`config.mk`:
```
export PLATFORM = sky130hd
export DESIGN_NAME = regfile_sb
export DESIGN_NICKNAME = d
export VERILOG_FILES = /design/src/rtl/rf_pkg.sv /design/src/rtl/rf_scoreboard.sv /design/src/rtl/regfile_sb.sv
export SDC_FILE = /design/constraint.sdc
export NUM_CORES = 2
export LEC_CHECK = 0
export CORE_MARGIN = 10
export CORE_UTILIZATION = 55
export CTS_BUF_LIST = sky130_fd_sc_hd__clkbuf_8
export DETAILED_ROUTE_END_ITERATION = 7
export HOLD_SLACK_MARGIN = 0.06
export MAX_ROUTING_LAYER = met4
export PLACE_DENSITY = 0.72
export SLEW_MARGIN = 20
export SYNTH_ARGS = -nofsm -noshare
export SYNTH_HDL_FRONTEND = slang
export SYNTH_SLANG_ARGS = --single-unit
```
`constraint.sdc`:
```
create_clock -name clk -period 18.85 [get_ports clk]
set_clock_uncertainty 0.15 [all_clocks]
set_input_delay 2.8275 -clock clk [delete_from_list [all_inputs] [get_ports clk]]
set_output_delay 2.8275 -clock clk [all_outputs]
set_load 0.05 [all_outputs]
```
`src/rtl/rf_pkg.sv`:
```
// rf_pkg: shared defaults and packed-port slicing helper for the register file
package rf_pkg;
    localparam int DefDataW = 32;
    localparam int DefAddrW = 5;
    localparam logic [DefDataW-1:0] ZeroWord = '0;

    function automatic int slice_lo(input int idx, input int w);
        return idx * w;
    endfunction
endpackage

```
`src/rtl/rf_scoreboard.sv`:
```
// rf_scoreboard: per-register write-pending bits, allocation accept, operand ready and pending count
module rf_scoreboard
    import rf_pkg::*;
#(
    parameter int ADDR_W  = DefAddrW,
    parameter int NUM_RD  = 3,
    parameter int NUM_WR  = 2,
    parameter bit ZERO_R0 = 1'b1
) (
    input  logic                     clk,
    input  logic                     rst,
    input  logic                     alloc_en,
    input  logic [ADDR_W-1:0]        alloc_addr,
    output logic                     alloc_ok,
    input  logic [NUM_WR-1:0]        wr_en,
    input  logic [NUM_WR*ADDR_W-1:0] waddr,
    input  logic [NUM_RD-1:0]        re,
    input  logic [NUM_RD*ADDR_W-1:0] raddr,
    output logic [NUM_RD-1:0]        rrdy,
    output logic [ADDR_W:0]          pend_cnt
);
    localparam int Depth = 2 ** ADDR_W;

    logic [Depth-1:0]  pending;
    logic [Depth-1:0]  clr;
    logic [Depth-1:0]  set;
    logic [Depth-1:0]  pend_nxt;
    logic [ADDR_W:0]   cnt_nxt;
    logic              alloc_zero;
    logic [ADDR_W-1:0] ra [NUM_RD];

    always_comb begin
        clr = '0;
        for (int i = 0; i < NUM_WR; i++)
            if (wr_en[i]) clr[waddr[slice_lo(i, ADDR_W) +: ADDR_W]] = 1'b1;
        alloc_zero = ZERO_R0 && alloc_addr == '0;
        alloc_ok = !rst && alloc_en && (alloc_zero || !pending[alloc_addr] || clr[alloc_addr]);
        set = '0;
        set[alloc_addr] = alloc_ok && !alloc_zero;
        // set after clear: a same-cycle alloc and write leaves the new producer pending
        pend_nxt = rst ? '0 : (pending & ~clr) | set;
        cnt_nxt = '0;
        for (int a = 0; a < Depth; a++)
            cnt_nxt = cnt_nxt + (ADDR_W+1)'(pend_nxt[a]);
        for (int k = 0; k < NUM_RD; k++) begin
            ra[k] = raddr[slice_lo(k, ADDR_W) +: ADDR_W];
            rrdy[k] = !rst && (!re[k] || (ZERO_R0 && ra[k] == '0) || !pending[ra[k]] || clr[ra[k]]);
        end
    end

    always_ff @(posedge clk) begin
        pending  <= pend_nxt;
        pend_cnt <= cnt_nxt;
    end
endmodule

```
`src/rtl/regfile_sb.sv`:
```
// regfile_sb: multi-port register file with write bypass, fixed write priority and pending scoreboard
module regfile_sb
    import rf_pkg::*;
#(
    parameter int DATA_W  = DefDataW,
    parameter int ADDR_W  = DefAddrW,
    parameter int NUM_RD  = 3,
    parameter int NUM_WR  = 2,
    parameter bit ZERO_R0 = 1'b1
) (
    input  logic                     clk,
    input  logic                     rst,
    input  logic                     alloc_en,
    input  logic [ADDR_W-1:0]        alloc_addr,
    output logic                     alloc_ok,
    input  logic [NUM_WR-1:0]        we,
    input  logic [NUM_WR*ADDR_W-1:0] waddr,
    input  logic [NUM_WR*DATA_W-1:0] wdata,
    input  logic [NUM_RD-1:0]        re,
    input  logic [NUM_RD*ADDR_W-1:0] raddr,
    output logic [NUM_RD*DATA_W-1:0] rdata,
    output logic [NUM_RD-1:0]        rrdy,
    output logic [ADDR_W:0]          pend_cnt
);
    localparam int Depth = 2 ** ADDR_W;

    logic [DATA_W-1:0] regs [Depth];
    logic [ADDR_W-1:0] wa [NUM_WR];
    logic [DATA_W-1:0] wd [NUM_WR];
    logic [NUM_WR-1:0] wr_eff;
    logic [ADDR_W-1:0] ra [NUM_RD];
    logic [DATA_W-1:0] rd [NUM_RD];

    always_comb begin
        for (int i = 0; i < NUM_WR; i++) begin
            wa[i] = waddr[slice_lo(i, ADDR_W) +: ADDR_W];
            wd[i] = wdata[slice_lo(i, DATA_W) +: DATA_W];
            wr_eff[i] = we[i] && !rst && !(ZERO_R0 && wa[i] == '0);
        end
    end

    // later ports overwrite earlier ones, giving the higher index priority
    always_ff @(posedge clk) begin
        if (rst) begin
            for (int a = 0; a < Depth; a++) regs[a] <= '0;
        end else begin
            for (int i = 0; i < NUM_WR; i++)
                if (wr_eff[i]) regs[wa[i]] <= wd[i];
        end
    end

    always_comb begin
        rdata = '0;
        for (int k = 0; k < NUM_RD; k++) begin
            ra[k] = raddr[slice_lo(k, ADDR_W) +: ADDR_W];
            rd[k] = regs[ra[k]];
            for (int i = 0; i < NUM_WR; i++)
                if (wr_eff[i] && wa[i] == ra[k]) rd[k] = wd[i];
            rdata[slice_lo(k, DATA_W) +: DATA_W] =
                (rst || !re[k] || (ZERO_R0 && ra[k] == '0)) ? DATA_W'(ZeroWord) : rd[k];
        end
    end

    rf_scoreboard #(
        .ADDR_W (ADDR_W),
        .NUM_RD (NUM_RD),
        .NUM_WR (NUM_WR),
        .ZERO_R0(ZERO_R0)
    ) u_sb (
        .clk       (clk),
        .rst       (rst),
        .alloc_en  (alloc_en),
        .alloc_addr(alloc_addr),
        .alloc_ok  (alloc_ok),
        .wr_en     (wr_eff),
        .waddr     (waddr),
        .re        (re),
        .raddr     (raddr),
        .rrdy      (rrdy),
        .pend_cnt  (pend_cnt)
    );
endmodule

```
# After elaboration in Yosys (flattened, before gate mapping)
# Memory sizes are Yosys's and may differ from the RTL's.
# Cells that the tools add are included.
[classes]
magnitude_cmp = 9
n_bitwise = 5
add_sub_neg = 31
reduce_logical = 55
mux = 48
eq_ne = 6
[op_table]
columns = ["op", "n"]
rows = [
  ["32-bit two-way mux", 14],
  ["6-bit by 1-bit adder with 6-bit output", 30],
  ["32-bit bitwise AND", 2],
  ["32-bit OR", 2],
  ["32-bit OR reduction", 2],
  ["1-bit binary-select mux with 5-bit select", 8],
  ["5-bit by 6-bit less-than comparator with 1-bit output (second input constant)", 6],
  ["32-bit NOT", 1],
  ["5-bit == test", 6],
  ["5-bit zero test", 6],
  ["1-bit two-way mux", 21],
  ["1-bit logical AND", 19],
  ["1-bit logical OR", 17],
  ["1-bit demux with 5-bit select", 3],
  ["5-bit by 1-bit greater-or-equal comparator with 1-bit output (second input constant)", 3],
  ["1-bit zero test", 11],
  ["5-bit two-way mux", 2],
  ["1-bit by 1-bit adder with 2-bit output", 1],
]
[word_totals]
n_memories = 1
reg_bits = 38
out_inout_bits = 106
ramBits = 1024
[mem_list]
columns = ["name", "words", "width", "read_ports", "rd_clocked_by_memory_dff", "wr", "line_no", "rtl"]
rows = [
  ["regs", 32, 32, 3, 0, 32, "regfile_sb.sv:27", "logic [DATA_W-1:0] regs [Depth];"],
]

# Longest topological paths before layout
[depth]
depth_word = 46
ltp_mapped = 27
ltp_nobuf = 23

# Modules after synthesis
# Synthesis repeated with hierarchy kept, for this count alone.
[hier_totals]
hier_cells = 7610
area_unflattened_um2 = 76602.2
[modules_own_cells]
columns = ["mod", "cells_per_inst", "area_each_um2", "instances"]
rows = [
  ["regfile_sb", 6981, 71029.4, 1],
  ["rf_scoreboard", 629, 5572.8, 1],
]

# Least setup slack after synthesis
# No wires, ideal clock.
[synth_timing]
kind = "in2reg"
start = "in alloc_addr[0]"
end = "reg u_sb.pend_cnt[4]"
setup_time_ps = 72
required_ps = 18628
arrival_ps = 9315
path_slack_ps = 9313
cell_stages = 23
cell_sequence = "buf_6 -> clkbuf_1 -> buf_1 -> mux4_2 -> a22oi_1 -> nand3_1 -> nor3_2 -> buf_2 -> o22ai_1 -> ha_1 -> inv_1 -> fa_1 -> fa_1 -> fa_1 -> fa_1 -> fa_1 -> inv_1 -> fa_1 -> fa_1 -> fa_1 -> a21o_1 -> a21oi_1 -> xnor2_1"
[synth_via]
elab_chain_cells = 41
[synth_rtl]
columns = ["item", "line_no", "rtl"]
rows = [
  ["start: declaration", "regfile_sb.sv:14", "input logic [ADDR_W-1:0] alloc_addr,"],
  ["1-bit binary-select mux with 5-bit select", "rf_scoreboard.sv:37", "alloc_ok = !rst && alloc_en && (alloc_zero || !pending[alloc_addr] || clr[alloc_addr]);"],
  ["1-bit two-way mux (not written as such)", "rf_scoreboard.sv:37", ""],
  ["1-bit zero test", "rf_scoreboard.sv:37", ""],
  ["1-bit logical OR (2 in series)", "rf_scoreboard.sv:37", ""],
  ["1-bit logical AND", "rf_scoreboard.sv:37", ""],
  ["1-bit logical AND", "rf_scoreboard.sv:39", "set[alloc_addr] = alloc_ok && !alloc_zero;"],
  ["32-bit bitwise AND (no source line) *", "n/a", ""],
  ["32-bit OR *", "rf_scoreboard.sv:41", "pend_nxt = rst ? '0 : (pending & ~clr) | set;"],
  ["32-bit two-way mux *", "rf_scoreboard.sv:41", ""],
  ["net u_sb.pend_nxt[1]", "rf_scoreboard.sv:27", "logic [Depth-1:0] pend_nxt;"],
  ["1-bit by 1-bit adder with 2-bit output *", "rf_scoreboard.sv:44", "cnt_nxt = cnt_nxt + (ADDR_W+1)'(pend_nxt[a]);"],
  ["6-bit by 1-bit adder with 6-bit output * (30 in series)", "rf_scoreboard.sv:44", ""],
  ["net u_sb.cnt_nxt[4]", "rf_scoreboard.sv:28", "logic [ADDR_W:0] cnt_nxt;"],
  ["end signal: assignment", "rf_scoreboard.sv:53", "pend_cnt <= cnt_nxt;"],
  ["end: declaration", "rf_scoreboard.sv:20", "output logic [ADDR_W:0] pend_cnt"],
]
# Mark *: on every way through the listed nets, which the timed path passes. The rest lies on a longest branch. The select of a mux whose other input is x is not followed.

# Worst setup path after layout
[layout_timing]
start = "in raddr[0]"
end = "out rdata[10]"
[layout_via]
elab_chain_cells = 5
[layout_rtl]
columns = ["item", "line_no", "rtl"]
rows = [
  ["start: declaration", "regfile_sb.sv:20", "input logic [NUM_RD*ADDR_W-1:0] raddr,"],
  ["parallel branches: the longest is 4 deep, another holds memory read 32 x 32 bit", "n/a", ""],
  ["32-bit two-way mux *", "regfile_sb.sv:60", "(rst || !re[k] || (ZERO_R0 && ra[k] == '0)) ? DATA_W'(ZeroWord) : rd[k];"],
  ["end: declaration", "regfile_sb.sv:21", "output logic [NUM_RD*DATA_W-1:0] rdata,"],
]
# Every way passes the cells marked *.

==> reports/results.tsv <==
stage	metric	value	unit
outcome	status	completed	
clock_network	hold_buffers	0	
clock_network	numCtsBuffers	181	
die	rows	132	
detailed_routing	wire_per_inst	47.5	µm
sta	final.min_clock_period	11.27	ns
critical_path	crit_arrival	8.29	ns
grt	grt-ovfl-total	0	
placed_design	place.gp.congestion	0.948	
sta	rsz0062_at_grt	no	
die	die_h	383	µm
power	swShare	0.301	
power	seq_power_share	0.469	
die	fp.dieW	383	µm
logic_synthesis	ys_types	83	
min_path	hp-class	reg -> reg	
sta	hold_viol	0	
finish	nets	4842	
finish	multi_input_area	38200	µm²
detailed_routing	ant_nets	0	
logic_synthesis	synth_edf_count	1024	
clock_network	cts.path.max_buffers	3	
logic_synthesis	async_reset_ff_frac	0	
logic_synthesis	ys_ff_latch	1062	
sta	tns	0	ns
die	dieArea	146000	µm²
detailed_routing	drc	0	
clock_network	cts_sinks	1062	
critical_path	cp-end-kind	primary output	
critical_path	cp_max_fo	67	
detailed_routing	vias_per_cell	8.80	
detailed_routing	drt-total-wl	314000	µm
grt	grt_pass1_vias	55168	
die	core-area	130000	µm²
sta	relSlewSlack	0.179	
power	clkPwrFrac	0.332	
finish	final-seq-area	31500	µm²
sta	worst_pin_slew	1.23	ns
detailed_routing	dr.pass1.iters	7	
logic_synthesis	synth_area	72300	µm²
placed_design	hpwl	162000	µm
logic_synthesis	synth_area_leader_cell	edfxtp_1	
power	p_int	4.22	mW
logic_synthesis	ys.flop_type	edfxtp_1	
finish	area_growth	9.32	%
critical_path	crit_path_start_kind	primary input	
grt	antenna_found_initial	8	
power	combPwrFrac	0.199	
die	io-pin-count	208	
sta	final_max_slew_viol_count	0	
run	maxCapViolCount	0	
logic_synthesis	yosysTopAreaCellShare	0.425	
logic_synthesis	ys_seq_area_frac	0.436	
power	ir_drop	0.0857	mV
sta	max_clock_freq	88.7	MHz
power	p_per_area	76.4	nW/µm²
logic_synthesis	synthTopCellsByArea	edfxtp_1 43%, mux4_2 31%, a22o_1 12%	
die	start_util	0.556	
sta	timing.hold.ws	0.388	ns
finish	drive_gt1_frac	0.333	
clock_network	worstSkewPairLatency	0.95	ns
clock_network	cts_max_level	4	
grt	grt_max_degree	107	
critical_path	path_class	in -> out	
power	p_leak	26.3	nW
placed_design	portBuffers	207	
detailed_routing	vias	58136	
sta	finalSetupViolCount	0	
logic_synthesis	synthCells	4858	
finish	fillers	9559	
clock_network	cts_tree	yes	
sta	period_share	0.598	
clock_network	cts_setup_buffers	0	
clock_network	cts-root-buf	clkbuf_8	
grt	grt_pass1_wl	431000	µm
logic_synthesis	avgSynthCellArea	14.9	µm²
power	switchingPower	1.82	mW
critical_path	cp.required	15.87	ns
detailed_routing	drt_iter0_drc	13171	
clock_network	cts_resized	0	
clock_network	clk_pin_slew_worst_paths	0.06	ns
grt	grt_util_all_layers	0.431	
logic_synthesis	yosysWarnings	0	
-- through the flow --
stage	instances	power, mW	area, µm²	util	setup WS, ns
floorplan	4889	3.62	72400	-	9.31
global placement	6267	4.00	75800	0.583	7.43
detailed placement	6267	4.03	75800	0.583	7.38
CTS	6594	5.96	79100	0.608	7.57
global route	6606	6.14	79000	0.608	7.28
finish	6610	6.04	79000	0.608	7.58
-- power by group through the flow --
stage / logic [mW] / registers, mW / clock network [mW]
2_1_floorplan: 0.785 / 2.84 / 0
3_3_place_gp: 1.15 / 2.86 / 0
3_5_place_dp: 1.15 / 2.87 / 0
4_1_cts: 1.16 / 2.82 / 1.98
5_1_grt: 1.22 / 2.84 / 2.08
6_report: 1.20 / 2.83 / 2.00
-- final cells by class --
class | instances | share of cell area
multi-input combinational | 2987 | 0.483
sequential | 1062 | 0.399
timing repair buffer | 423 | 0.0460
clock buffer | 188 | 0.0327
tap | 1742 | 0.0276
clock inverter | 139 | 0.00890
inverter | 53 | 0.00261
antenna | 16 | 0.000507
-- critical path: stages --
cell and delay [ns]:
buf_8 0.53, buf_4 0.62, buf_4 0.64, nor2_1 0.24
nand2_1 0.10, o21ai_0 0.24, nor3_2 0.82, buf_4 0.64
o21ai_0 0.23, a21oi_1 0.22, a31o_2 0.14, clkdlybuf4s50_1 0.82
-- Yosys cell counts, types with 7 or more instances --
library cell,n
a21o_1,34
a21oi_1,97
a22o_1,966
a22oi_1,12
a31o_1,11
a31o_2,32
a31oi_1,15
a32o_1,7
a32oi_1,8
buf_1,145
buf_2,41
buf_4,11
clkbuf_1,584
dfxtp_1,38
edfxtp_1,1024
fa_1,24
ha_1,8
inv_1,51
mux2i_1,103
mux4_2,990
nand2_1,169
nand2b_1,18
nand3_1,15
nor2_1,68
nor3_1,36
o21ai_0,137
o221ai_1,17
o22ai_1,36
or3b_2,7
xnor2_1,16
xor2_1,17
-- registers in the layout, indices dropped and copies added, names as in the netlist --
register,flops
regs,1024
u_sb.pending,32
u_sb.pend_cnt,6
-- placed cells by master, fill, tap and decap left out, types with 17 or more instances in the layout --
cell type        synthesis  routed
nand2_1                169     163
o22ai_1                 36      36
a31o_2                  32      32
mux2i_1                103     103
buf_2                   41      17
clkinv_2                 0      18
fa_1                    24      24
mux4_2                 990     990
buf_4                   11     222
nor3_2                   2      30
o21ai_0                137     137
clkdlybuf4s50_1          0     176
a22o_1                 966     966
dfxtp_1                 38      38
nor2_4                   0      35
conb_1                   1      32
xor2_1                  17      17
a21oi_1                 97      97
clkbuf_8                 0     188
nor2_1                  68      33
a21o_1                  34      34
edfxtp_1              1024    1024
clkinv_1                 1      51
inv_1                   51      97
-- routing by layer --
| layer | share of wire | routed length, µm | global-route usage |
|---|---|---|---|
| met5 | 0 | 0 | - |
| met4 | 0.085 | 26700 | 0.276 |
| met3 | 0.20 | 64300 | 0.232 |
| met2 | 0.41 | 127000 | 0.568 |
| met1 | 0.30 | 95500 | 0.509 |
-- path summary, 6_finish.rpt --
path / start / end / slack (ns) / depth (start not counted)
setup reg to reg: u_sb.pending[28] / u_sb.pend_cnt[4] / 11.62 / 21
hold reg to reg: u_sb.pending[0] / u_sb.pending[0] / 0.39 / 2
setup / recovery: raddr[0] / rdata[10] / 7.58 / 12
hold / removal: u_sb.pending[0] / u_sb.pending[0] / 0.39 / 2
-- kinds of logic after synthesis --
family,synth area share
AO/OA/AOI/OAI,0.156
multiplexers,0.325
flip-flops,0.436
buffers and inverters,0.0453
AND/OR/NAND/NOR,0.0263
XOR/XNOR,0.00400
adder cells (fa/ha/maj),0.00803
other,0.0000519
Power figures use the tool's default switching activity.
